<file path="src/rtl/count_capture.sv">
// count_capture: debounced entry/exit/save/clear buttons, a saturating occupancy
// count, and a one-shot snapshot write into a DEPTH-entry stack whose fill
// level is mirrored locally from our writes and the consumer's reads.
module count_capture #(
  parameter int unsigned WIDTH           = 12,
  parameter int unsigned DEPTH           = 5,
  parameter int unsigned DEBOUNCE_CYCLES = 4
) (
  input  logic             clk,
  input  logic             nrst,
  input  logic             in_btn,
  input  logic             out_btn,
  input  logic             save_btn,
  input  logic             clear_btn,
  input  logic             read,
  output logic [WIDTH-1:0] count,
  output logic             write,
  output logic [2:0]       stored,
  output logic             full,
  output logic             err
);

  localparam int unsigned NBTN     = 4;
  localparam int unsigned DBW      = 8;
  localparam int unsigned SW       = 3;
  localparam int unsigned BTN_IN   = 0;
  localparam int unsigned BTN_OUT  = 1;
  localparam int unsigned BTN_SAVE = 2;
  localparam int unsigned BTN_CLR  = 3;

  typedef enum logic [1:0] {
    IDLE = 2'd0,
    PUSH = 2'd1,
    HOLD = 2'd2
  } state_e;

  logic [NBTN-1:0]          raw_c;
  logic [NBTN-1:0]          sync1_q, sync2_q;
  logic [NBTN-1:0]          level_q, level_d;
  logic [NBTN-1:0]          level_dly_q;
  logic [NBTN-1:0]          pulse_q, pulse_d;
  logic [NBTN-1:0][DBW-1:0] db_cnt_q, db_cnt_d;

  // pending count events {clear, exit, entry} deferred while a push is in flight
  logic [2:0]       pend_q, pend_d;
  logic [2:0]       ev_c;
  logic [WIDTH-1:0] count_q, count_d;
  state_e           state_q, state_d;
  logic             write_q, write_d;
  logic [SW-1:0]    stored_q, stored_d;
  logic             err_q, err_d;
  logic             full_c;

  assign raw_c = {clear_btn, save_btn, out_btn, in_btn};

  // Two-flop synchroniser for the asynchronous button pins
  always_ff @(posedge clk or negedge nrst) begin
    if (!nrst) begin
      sync1_q <= '0;
      sync2_q <= '0;
    end else begin
      sync1_q <= raw_c;
      sync2_q <= sync1_q;
    end
  end

  // Debounce: accept a new level after DEBOUNCE_CYCLES consecutive differing samples
  always_comb begin
    level_d  = level_q;
    db_cnt_d = db_cnt_q;
    for (int unsigned i = 0; i < NBTN; i++) begin
      if (sync2_q[i] == level_q[i]) begin
        db_cnt_d[i] = '0;
      end else if (db_cnt_q[i] == DBW'(DEBOUNCE_CYCLES - 1)) begin
        level_d[i]  = sync2_q[i];
        db_cnt_d[i] = '0;
      end else begin
        db_cnt_d[i] = db_cnt_q[i] + DBW'(1);
      end
    end
    pulse_d = level_q & ~level_dly_q;
  end

  // Debounce state, accepted level and registered rising-edge pulse
  always_ff @(posedge clk or negedge nrst) begin
    if (!nrst) begin
      level_q     <= '0;
      level_dly_q <= '0;
      pulse_q     <= '0;
      db_cnt_q    <= '0;
    end else begin
      level_q     <= level_d;
      level_dly_q <= level_q;
      pulse_q     <= pulse_d;
      db_cnt_q    <= db_cnt_d;
    end
  end

  assign full_c = (stored_q == SW'(DEPTH));

  // Count update with clear > (entry & exit) > entry > exit; held off during PUSH
  always_comb begin
    count_d = count_q;
    pend_d  = '0;
    ev_c    = {pulse_q[BTN_CLR], pulse_q[BTN_OUT], pulse_q[BTN_IN]} | pend_q;
    if (state_q == PUSH) begin
      pend_d = ev_c;
    end else if (ev_c[2]) begin
      count_d = '0;
    end else if (ev_c[0] && !ev_c[1]) begin
      if (count_q != '1) count_d = count_q + WIDTH'(1);
    end else if (ev_c[1] && !ev_c[0]) begin
      if (count_q != '0) count_d = count_q - WIDTH'(1);
    end
  end

  // Save FSM next state, sticky error and push strobe
  always_comb begin
    state_d = state_q;
    err_d   = err_q;
    unique case (state_q)
      IDLE: begin
        if (pulse_q[BTN_SAVE]) begin
          if (full_c) begin
            err_d   = 1'b1;
            state_d = HOLD;
          end else begin
            state_d = PUSH;
          end
        end
      end
      PUSH: state_d = HOLD;
      HOLD: if (!level_q[BTN_SAVE]) state_d = IDLE;
      default: state_d = IDLE;
    endcase
    write_d = (state_d == PUSH);
  end

  // Fill mirror: our pushes against the consumer's pops
  always_comb begin
    stored_d = stored_q;
    if (write_q && !read) begin
      if (stored_q < SW'(DEPTH)) stored_d = stored_q + SW'(1);
    end else if (read && !write_q) begin
      if (stored_q != '0) stored_d = stored_q - SW'(1);
    end
  end

  // Count, FSM and mirror registers
  always_ff @(posedge clk or negedge nrst) begin
    if (!nrst) begin
      count_q  <= '0;
      pend_q   <= '0;
      state_q  <= IDLE;
      write_q  <= 1'b0;
      stored_q <= '0;
      err_q    <= 1'b0;
    end else begin
      count_q  <= count_d;
      pend_q   <= pend_d;
      state_q  <= state_d;
      write_q  <= write_d;
      stored_q <= stored_d;
      err_q    <= err_d;
    end
  end

  assign count  = count_q;
  assign write  = write_q;
  assign stored = stored_q;
  assign full   = full_c;
  assign err    = err_q;

endmodule

</file>
<file path="config.mk">
export PLATFORM = sky130hd
export DESIGN_NAME = count_capture
export DESIGN_NICKNAME = d
export VERILOG_FILES = /design/src/rtl/count_capture.sv
export SDC_FILE = /design/constraint.sdc
export NUM_CORES = 1
export LEC_CHECK = 0
export BUFFER_PORTS_ARGS = -buffer_cell sky130_fd_sc_hd__buf_2
export CAP_MARGIN = 30
export CORE_UTILIZATION = 30
export DETAILED_ROUTE_END_ITERATION = 8
export PLACE_DENSITY_LB_ADDON = 0.2
export RECOVER_POWER = 100
export SLEW_MARGIN = 20
export SYNTH_ARGS = -nofsm -noshare
export SYNTH_HDL_FRONTEND = slang
export SYNTH_SLANG_ARGS = --single-unit
</file>
<file path="constraint.sdc">
create_clock -name clk -period 4.75 [get_ports clk]
set_input_delay 0 -clock clk [delete_from_list [all_inputs] [get_ports clk]]
set_output_delay 0 -clock clk [all_outputs]
set_load 0.02 [all_outputs]
</file>
; ---- Yosys cells after proc, flatten, opt, wreduce, memory -nomap -nowiden
; Index checks and enable logic that the tools add are counted.
; W data, S select, Z words.
[totals]
regBits = 74
input_bits = 7
wordCells = 94
[classes]
n_addsub = 8
n_lt_le_gt_ge = 1
n_eq_ne = 15
muxes = 22
n_bitwise = 8
reduce_logical = 22
[op_table]
columns = operator, count
row1 = $mux W8, 8
row2 = $mux W12, 5
row3 = $add A8 B1 Y8 const B, 4
row4 = $eq A8 B2 Y1 const B, 4
row5 = $mux W3, 5
row6 = $add A12 B1 Y12 const B, 1
row7 = $ne A12 B12 Y1 const B, 1
row8 = $reduce_bool A12 Y1, 1
row9 = $sub A12 B1 Y12 const B, 1
row10 = $reduce_bool A3 Y1, 3
row11 = $reduce_and A2 Y1, 4
row12 = $mux W2, 3
row13 = $pmux W2 S3, 1
row14 = $reduce_and A3 Y1, 2
row15 = $not A1 Y1, 5
row16 = $and A4 B4 Y4, 1
row17 = $eq A1 B1 Y1, 4
row18 = $eq A2 B1 Y1 const B, 2
row19 = $logic_and A1 B1 Y1, 4
row20 = $logic_not A1 Y1, 4
row21 = $not A4 Y4, 1
row22 = $reduce_and A4 Y1, 1
row23 = $reduce_bool A2 Y1, 2
row24 = $add A3 B1 Y3 const B, 1
row25 = other kinds (8), 8

; ---- Logic depth before layout (Yosys ltp)
; Gate-level depths: netlist of the first run.
[depth]
word_depth = 6
mapped_depth = 10

; ---- Worst setup path after synthesis of the first run
; Ideal clock, no wire load.
[synth_path]
path_type = register to register
startpoint = reg pend_q[0]
endpoint = reg count_q[10] (netlist: count[10])
arrival_ns = 2.249
path_slack_ns = 2.405
path_stages_with_launch = 10
path_buffers = 0
synth_period_minus_slack_ns = 2.345
cell_sequence = dfrtp_1 -> o21ai_2 -> inv_1 -> fa_1 -> nor2b_1 -> o31a_1 -> o211ai_1 -> a21bo_2 -> and3_1 -> o31ai_1
[synth_via]
elab_chain_cells = 5
word_cells_on_any_way = 10
cone_classes = eq/ne: 1 / mux: 2 / bitwise: 1 / reduce/logical: 6
[synth_rtl]
columns = element, line_no
row1 = start: declaration, 45  ; logic [2:0] pend_q, pend_d;
row2 = start signal: assignment, 160  ; pend_q <= pend_d;
row3 = $or A3 B3 Y3 *, 105  ; ev_c = {pulse_q[BTN_CLR], pulse_q[BTN_OUT], pulse_q[BTN_IN]} | pend_q;
row4 = $logic_not A1 Y1, 112  ; end else if (ev_c[1] && !ev_c[0]) begin
row5 = $logic_and A1 B1 Y1, 112
row6 = $reduce_bool A3 Y1 (no line), -
row7 = $reduce_and A4 Y1 (no line), -
row8 = end signal: assignment, 159  ; count_q <= count_d;
row9 = end: declaration, 47  ; logic [WIDTH-1:0] count_q, count_d;
; Every way passes the cells marked *; elsewhere a longest branch is shown, timed or not.
; A chain may end at the register's enable or synchronous reset.

; ---- Final worst setup path of the first run
; Same ends and word-level chain as after synthesis.

==> results summary, run 1 <==
The worst clock skew came out at between 0.007 and 0.008 ns. The count of antenna-violating nets left after detailed routing came out at 0. The floorplan die height came out at 110 microns. In this run the worst path has a maximum fanout of 14.

The remaining global-route overflow came out at 0. The detailed-route vias per instance is approximately 4.7. The post-synthesis xor/xnor area fraction came out at 0.0873. The worst hold path begins at read. The total standard cell area after synthesis came out at ~3500 sq um. The number of search-and-repair iterations in the first detailed-routing pass came out at 4. The number of register bits inferred by synthesis is between 70 and 80. In the final layout, flip-flops and latches occupy 1850 sq um.

The power per unit of standard cell area came out at 766 nW/um^2. The post-synthesis share of cell area spent on and, or, nand and nor gates came out at 0.178. Buffers inserted during clock tree synthesis total 9.

The routed length per instance is roughly 12 microns. The die covers 12,100 sq um. The clock sink count came out at 74. In this run, distinct cell masters in the synthesized netlist total 43. The number of DRC markers in iteration 0 is 190. The main flop type after synthesis is sky130_fd_sc_hd__dfrtp_1. The count of inserted antenna diode cells is 0. The worst hold path was traced through 4 stages. The maximum number of pins on one net before global-route repair came out at 50. For this run, the number of Yosys warnings is 0. In the final layout, the share of cells above drive strength 1 is 0.0880.

In the final design database the tool counted ~400 nets. The data arrival time of the critical path is approximately 3.8 ns. The clock latency reported for the late side of the worst-skew pair came out at between 0.3 and 0.4 ns. TritonCTS built the clock tree.

The max-slew violation count was 41. The number of endpoints failing setup at the final stage is 0. At the end of routability-driven placement, the weighted congestion stood at a little under 0.8. The number of remaining DRC errors is 0. The adder and majority cell fraction of the synthesized area came out at 0.0648. In the synthesized netlist, the number of instances is about 330. The number of rows created at floorplan came out at 39. The area occupied by multi-input gates is 1610 sq um. The number of antenna violations at the first check in global routing is 0.

The library cell used most frequently in the layout, excluding fill and tap cells, is sky130_fd_sc_hd__dfrtp_1. The total routing usage reported by global routing came out at 0.116. The startpoint class of the critical path is a flop. The total of max-cap violations is 2. The worst supply voltage drop on vdd is 0.000359 V. Once detailed placement completed, the half-perimeter wirelength came to 4440 microns. The count of flip-flops with a built-in enable after synthesis came out at 0. The multiplexer area fraction after synthesis came out at 0.0157. The final period utilization is 0.756. The first global-routing pass estimated approximately 11,000 microns of wire. The H-tree generated during clock tree synthesis spans 3 levels.

The fraction of synthesis flops using an asynchronous set or reset pin came out at 1.00. After floorplanning, the core was sized to cover 11,400 sq um. After synthesis, the largest family of logic cells by area is simple AND/OR/NAND/NOR gates. The area growth from synthesis to layout is 18.9%. The count of fill cells added during filler insertion came out at 1,145. In this run the mean area of a mapped cell was about 11 sq um. The area of placed instances came out at around 3800 sq um. After clock tree synthesis, the clock-pin slew on the worst setup and hold paths is 0.06 ns. The worst setup path is captured at a flop. In this run the deepest clock path goes through 2 buffers. The sequential share of the synthesized area came out at 0.527. In this run the horizontal extent of the chip is ~110 microns. The logic depth of the worst register-to-register path came out at 9. The overall via count from detail_route came out at around 2,400. In the layout the commonest cells are sky130_fd_sc_hd__dfrtp_1, sky130_fd_sc_hd__nor2_1, sky130_fd_sc_hd__nand2_1.

The aggregate routed wire length came out at 6390 microns. The compound-gate portion of the synthesized area is 0.113. The setup TNS after final layout came out at 0 ns. For this run, the share of the core covered by cells in the final layout is 0.366. The data required time of the worst path is around 5 ns. In this run the critical register-to-register path is launched from pend_q[0]$_DFF_PN0_. Measured against its own limit, the worst slew margin works out to -0.113.

The count of pins on the block boundary is 25. The count of endpoints failing hold in the final timing report is 0. The slew at the pin with the worst max-slew slack is ~1.7 ns. In this run the worst hold path is classified as input port to flop.

The minimum clock period after layout came out at 3.59 ns. Setup repair after global routing left no endpoint under its margin. The initial core utilization came out at 0.308. The total design power is around 3.2 mW. The number of global-route vias before repair is 2,266.

The static leakage came out at approximately 1.9 nW. The maximum clock frequency is roughly 0.28 GHz. After routing the design area is approximately 4200 sq um. The critical path in this run is classified as flop to flop. The flow ran to the end, but the final reports show violations. The cell chosen for the clock root is sky130_fd_sc_hd__clkbuf_16. In this run the worst setup path begins at pend_q[0]$_DFF_PN0_. The final reports fail on max-capacitance violations, max-slew violations. The number of I/O port buffers came out at 24. The net count after synthesis is 356.
## cells by family (layout without fill, tap and decap cells)
kind of cell,Yosys count,count (layout)
compound gates,56,56
xor+xnor,35,35
fa+ha+maj,17,17
buf+inv,13,56
flops,74,74
mux,5,5
simple gates,132,132
## stage by stage
step                      worst slack (ns)  hold WS [ns]  cells
after floorplan                       2.41        -0.296    332
after global placement                2.13         0.108    496
after detailed placement              2.03       -0.0396    497
after CTS                             1.99         0.146    518
after global routing                 0.869         0.184    518
final                                 1.16         0.170    518
## state kept, by name, indices dropped and copies added (netlist names)
signal	count
sync1_q	4
pulse_q	4
pend_q	3
sync2_q	4
stored	3
level_dly_q	4
level_q	4
err	1
count	12
write	1
db_cnt_q	32
state_q	2
## report_power, final
part	internal [mW]	total [mW]	switching [mW]
Combinational	0.614	1.47	0.852
Clock	0.465	0.737	0.272
Sequential	0.813	0.998	0.184
## cells in the mapped netlist (2+ instances only)
library cell	n	area share
sky130_fd_sc_hd__nand2b_1	3	0.0053
sky130_fd_sc_hd__ha_1	15	0.053
sky130_fd_sc_hd__or2_2	2	0.0036
sky130_fd_sc_hd__xor2_1	21	0.052
sky130_fd_sc_hd__o22ai_1	3	0.0053
sky130_fd_sc_hd__a31oi_1	4	0.0071
sky130_fd_sc_hd__mux2_2	4	0.013
sky130_fd_sc_hd__o21ai_2	2	0.0050
sky130_fd_sc_hd__nor4_1	3	0.0053
sky130_fd_sc_hd__clkbuf_1	3	0.0032
sky130_fd_sc_hd__o211ai_1	2	0.0043
sky130_fd_sc_hd__nor4b_1	4	0.010
sky130_fd_sc_hd__nor2_1	47	0.050
sky130_fd_sc_hd__nor2b_1	7	0.012
sky130_fd_sc_hd__inv_1	9	0.0096
sky130_fd_sc_hd__a21o_1	3	0.0064
sky130_fd_sc_hd__and3_1	14	0.025
sky130_fd_sc_hd__nand3_1	15	0.021
sky130_fd_sc_hd__nand4_1	3	0.0053
sky130_fd_sc_hd__o21ai_0	10	0.014
sky130_fd_sc_hd__o31ai_1	8	0.017
sky130_fd_sc_hd__fa_1	2	0.011
sky130_fd_sc_hd__o21ai_1	2	0.0029
sky130_fd_sc_hd__a21oi_1	10	0.014
sky130_fd_sc_hd__nand2_1	26	0.028
sky130_fd_sc_hd__xnor2_1	14	0.035
sky130_fd_sc_hd__dfrtp_1	74	0.53
sky130_fd_sc_hd__nor3_1	7	0.010
## repair_timing
action	4_1_cts	5_1_grt
hold buffers	5	0
buffers inserted	0	0
resized for setup	0	0
hold endpoints to repair	78	0
## layer usage
| layer | routed length (microns) | track usage | share of wire |
|---|---|---|---|
| met2 | 2810 | 0.179 | 0.44 |
| met5 | 0 | 0 | 0 |
| met3 | 285 | 0.0441 | 0.045 |
| met1 | 3270 | 0.153 | 0.51 |
| met4 | 27 | 0.0282 | 0.0042 |
## area by class of cell
type	count	area share
multi-input cells	245	0.385
inverters	9	0.00809
clock inverters	7	0.0243
repair buffers	31	0.0425
clock buffers	9	0.0539
well taps	143	0.0428
flip-flops and latches	74	0.443
## critical path, cell delays in order, from the launching register on
cell and delay (ns):
sky130_fd_sc_hd__dfrtp_1 0.37, sky130_fd_sc_hd__o21ai_0 1.26, sky130_fd_sc_hd__inv_1 0.19, sky130_fd_sc_hd__fa_1 0.45, sky130_fd_sc_hd__nor2b_1 0.22, sky130_fd_sc_hd__o31a_1 0.24, sky130_fd_sc_hd__o211ai_1 0.12, sky130_fd_sc_hd__a21bo_2 0.23
sky130_fd_sc_hd__and3_1 0.17, sky130_fd_sc_hd__o31ai_1 0.22
## final timing paths
| kind | end | slack [ns] |
|---|---|---|
| max | count[10]$_DFFE_PN0P_ | 1.16 |
| min | stored[2]$_DFFE_PN0P_ | 0.17 |
| max reg2reg | count[10]$_DFFE_PN0P_ | 1.16 |
| min reg2reg | sync2_q[3]$_DFF_PN0_ | 0.35 |
| max in group asynchronous | db_cnt_q[11]$_DFF_PN0_ | 3.20 |
| min in group asynchronous | stored[1]$_DFFE_PN0P_ | 0.61 |
(Power assumes the default switching activity.)
==> inputs of run 2 (changes only) <==
- ABC_AREA: unset -> 1
- clock period: 4.75 -> 3.7 ns (I/O delays scaled with it)
==> run 2 against run 1 <==
The run still ends with max-capacitance violations, max-slew violations left. Worst setup slack improved by 0.099 ns. Synthesized cell count increased by 37%. Power increased by 34%. Register-to-register slack improved by 0.19 ns. Hold slack improved by 0.073 ns. Critical path depth decreased by 6. Die area increased by 7.7%. Largest cell class unchanged.
==> results summary, run 2 <==
The tool flagged a number of max-cap violations equal to 1. The setup path with the least slack is of type input port to async pin. For this design the top-level I/O count stands at 25.

The number of antenna violations at the first check in global routing was 0. The remaining global-route overflow came out at 0. Detailed routing inserted a total of 2,858 vias. At the pin with the least slew margin, the transition time is ~1.5 ns. The worst supply voltage drop on vdd came out at approximately 0.0003 V. The worst clock skew is about 0.0052 ns. The data arrival time of the critical path is 2.71 ns.

Setup total negative slack on the finished layout was measured at 0 ns. The maximum level of the CTS H-tree came out at 3. The maximum clock frequency is approximately 0.41 GHz.

The static leakage came out at ~2.1 nW. sky130_fd_sc_hd__dfrtp_1 takes more of the synthesized area than any other cell. The logic depth of the worst register-to-register path came out at 10. The tightest hold margin came out at roughly 0.24 ns. Including well taps, the total number of placed cells is about 650. Of the total power, registers draw 0.297. In this run, distinct cell masters in the synthesized netlist total 25. In the layout the commonest cells are sky130_fd_sc_hd__nand2_1, sky130_fd_sc_hd__nor2_1, sky130_fd_sc_hd__dfrtp_1. The library cell used most frequently in the layout, excluding fill and tap cells, is sky130_fd_sc_hd__nand2_1.

At the end of routability-driven placement, the weighted congestion stood at approximately 0.84. The global-route wire length before repair came out at roughly 13,000 microns. The flow ran to the end, but the final reports show violations. The main flop type after synthesis is sky130_fd_sc_hd__dfrtp_1.

The count of fill cells added during filler insertion is 1,272. The width of the chip came out at approximately 110 microns. Setup repair after global routing left no endpoint under its margin. The highest cell delay on the worst timing path is 1.11 ns. The clock passes through at most 2 buffers.

The sequential share of the synthesized area is 0.489. The count of endpoints failing hold in the final timing report was 0. The area of the die came out at ~13,000 sq um. Dividing the final minimum period by the clock period gives 0.660.

The clock transition at the registers of the reported paths is 0.06 ns. The number of flip-flops under the largest register name came out at 32. Along the worst path, the maximum fanout reaches between 40 and 50.

The clock sink count came out at 74. The remaining max-slew budget at the tightest pin is -0.0292. The total routing usage reported by global routing came out at 0.125. The share of post-route cells with drive strength above 1 came out at 0.0681. The share of total power consumed by net switching came out at 0.458. The initial core utilization came out at 0.311. The count of inserted antenna diode cells is 0. The number of register bits inferred by synthesis is 74. From bottom edge to top edge, the die measures approximately 110 microns.

The smallest clock period supported by the final layout is computed as around 2.4 ns. The power share of the combinational group came out at 0.503. The number of global-route vias before repair is between 2,000 and 3,000. The max-slew violation count is 29. The power dissipated by switching net loads came out at 1.97 mW. The placed wire-length estimate after detailed placement is 5150 microns. The register with the highest flop count is db_cnt_q. In the synthesized netlist the async set-or-reset flop fraction comes to 1.00. After synthesis, the most frequently instantiated cells are sky130_fd_sc_hd__nand2_1, sky130_fd_sc_hd__nor2_1, sky130_fd_sc_hd__dfrtp_1.

The share of total power dissipated in the clock network is 0.200. In the routed design, unresolved DRC markers number 0. The net count after synthesis is 480. STA classifies the critical path startpoint as an input port.

The most common cell in the synthesized netlist is sky130_fd_sc_hd__nand2_1. The finished layout holds between 600 and 700 standard cells, fillers aside. The internal portion of the total power is 2.32 mW. The number of endpoints failing setup at the final stage is 0. Entering global routing, the biggest net connects 75 pins. The final reports fail on max-capacitance violations, max-slew violations. The core box area came out at 12,200 sq um. Dividing the detail-routed via count by the number of cells gives roughly 4.3. The share of synthesized area in the top cell type comes to 0.489. The cell chosen for the clock root is sky130_fd_sc_hd__clkbuf_16. The area growth from synthesis to final layout is 16.1%. The yosys synthesis warning count is 0. The gate count after technology mapping is 456. At the end of the flow, the number of nets in the layout was ~520.

The total standard cell area after synthesis is 3790 sq um. The cell depth of the worst min-delay path came out at 5. The number of I/O port buffers is 24.

In this run the critical register-to-register path is captured at count[11]$_DFFE_PN0P_. The total design power came out at ~4.3 mW. The routed length per instance came out at between 10 and 15 microns.

The data required time of the worst path came out at a little under 4 ns. The clock latency reported for the late side of the worst-skew pair is around 0.33 ns. Traced cell by cell, the critical path runs through dlygate4sd3_1 -> clkbuf_1 -> clkbuf_2.

The worst setup path is captured at an async pin. The number of rows created at floorplan came out at 40. The TritonCTS clock tree is yes. The setup slack of the most critical reg-to-reg path came out at 1.35 ns. The count of flip-flops with a built-in enable after synthesis came out at 0. Dividing total power by cell area gives a power density of between 900 and 1000 nW/um^2. The aggregate routed wire length came out at 7320 microns.

In this run the most critical hold path is launched from read. In this run the critical register-to-register path is launched from pend_q[1]$_DFF_PN0_. The first routing iteration left 176 violations. The worst hold path terminates at stored[1]$_DFFE_PN0P_. The TritonCTS buffer count is 9. The slowest stage of the critical path belongs to the cell sky130_fd_sc_hd__clkbuf_1.

In this run the mean area of a mapped cell was about 8.3 sq um. By area the synthesized netlist is led by sky130_fd_sc_hd__dfrtp_1, sky130_fd_sc_hd__nand2_1, sky130_fd_sc_hd__nor2_1, sky130_fd_sc_hd__inv_1, sky130_fd_sc_hd__ha_1. The count of antenna-violating nets left after detailed routing came out at 0. The min-delay analysis places its worst path in the category input port to flop.

The number of search-and-repair iterations in the first detailed-routing pass is 4. The number of post-CTS setup repair buffers came out at 0.
-- run 2: critical path: cells and delay by family --
kind,cells,cell delay (ns)
buf+inv,3,2.68
-- run 2: layer usage --
| metal | wire length, microns | up-vias | global-route usage |
|---|---|---|---|
| met2 | 3350 | 38 | 0.203 |
| met5 | 0 | - | 0 |
| met3 | 272 | 6 | 0.0355 |
| li1 | - | 1521 | - |
| met1 | 3640 | 1293 | 0.160 |
| met4 | 65 | 0 | 0.0424 |
-- run 2: how the worst max path moves through the flow --
stage	to	depth (start not counted)	slack (ns)	from
final	pend_q[0]$_DFF_PN0_	3	1.26	nrst
after global routing	pend_q[1]$_DFF_PN0_	3	0.68	nrst
after CTS	count[11]$_DFFE_PN0P_	10	1.35	pend_q[1]$_DFF_PN0_
after detailed placement	count[11]$_DFFE_PN0P_	10	1.36	pend_q[1]$_DFF_PN0_
after global placement	count[11]$_DFFE_PN0P_	10	1.40	pend_q[1]$_DFF_PN0_
after floorplan	count[5]$_DFFE_PN0P_	8	1.70	pend_q[1]$_DFF_PN0_
-- run 2: logic make-up after synthesis --
family | Yosys count | synth area share
buf+inv | 67 | 0.0704
xor+xnor | 20 | 0.0463
compound gates | 37 | 0.0611
simple gates | 241 | 0.273
flops | 74 | 0.489
fa+ha+maj | 17 | 0.0601
-- run 2: area by class of cell --
cell class | instances | area [sq um] | area share
multi-input combinational | 315 | 1650 | 0.375
sequential | 74 | 1850 | 0.421
inverter | 65 | 244 | 0.0555
clock inverter | 6 | 67.6 | 0.0154
clock buffer | 9 | 225 | 0.0512
tap | 168 | 210 | 0.0478
timing repair buffer | 30 | 151 | 0.0344
-- run 2: what timing repair did --
| item | in CTS | in global routing |
|---|---|---|
| hold endpoints to repair | 78 | 0 |
| endpoints found under the setup margin | 0 | 0 |
| gates resized for setup | 0 | 0 |
| hold buffers | 5 | 0 |
-- run 2: power groups by stage --
stage | clock (mW) | sequential, mW | combinational (mW)
floorplan | 0 | 1.34 | 1.75
global placement | 0 | 1.29 | 2.28
detailed placement | 0 | 1.29 | 2.28
CTS | 0.903 | 1.28 | 2.30
global route | 0.928 | 1.32 | 2.51
finish | 0.860 | 1.27 | 2.16
-- run 2: stage by stage --
stage	area (sq um)	utilization	worst slack (ns)
final	4400	0.362	1.26
after global routing	4400	0.362	0.685
after CTS	4440	0.365	1.35
after detailed placement	4100	0.337	1.36
after global placement	4100	0.337	1.40
after floorplan	3790	-	1.70
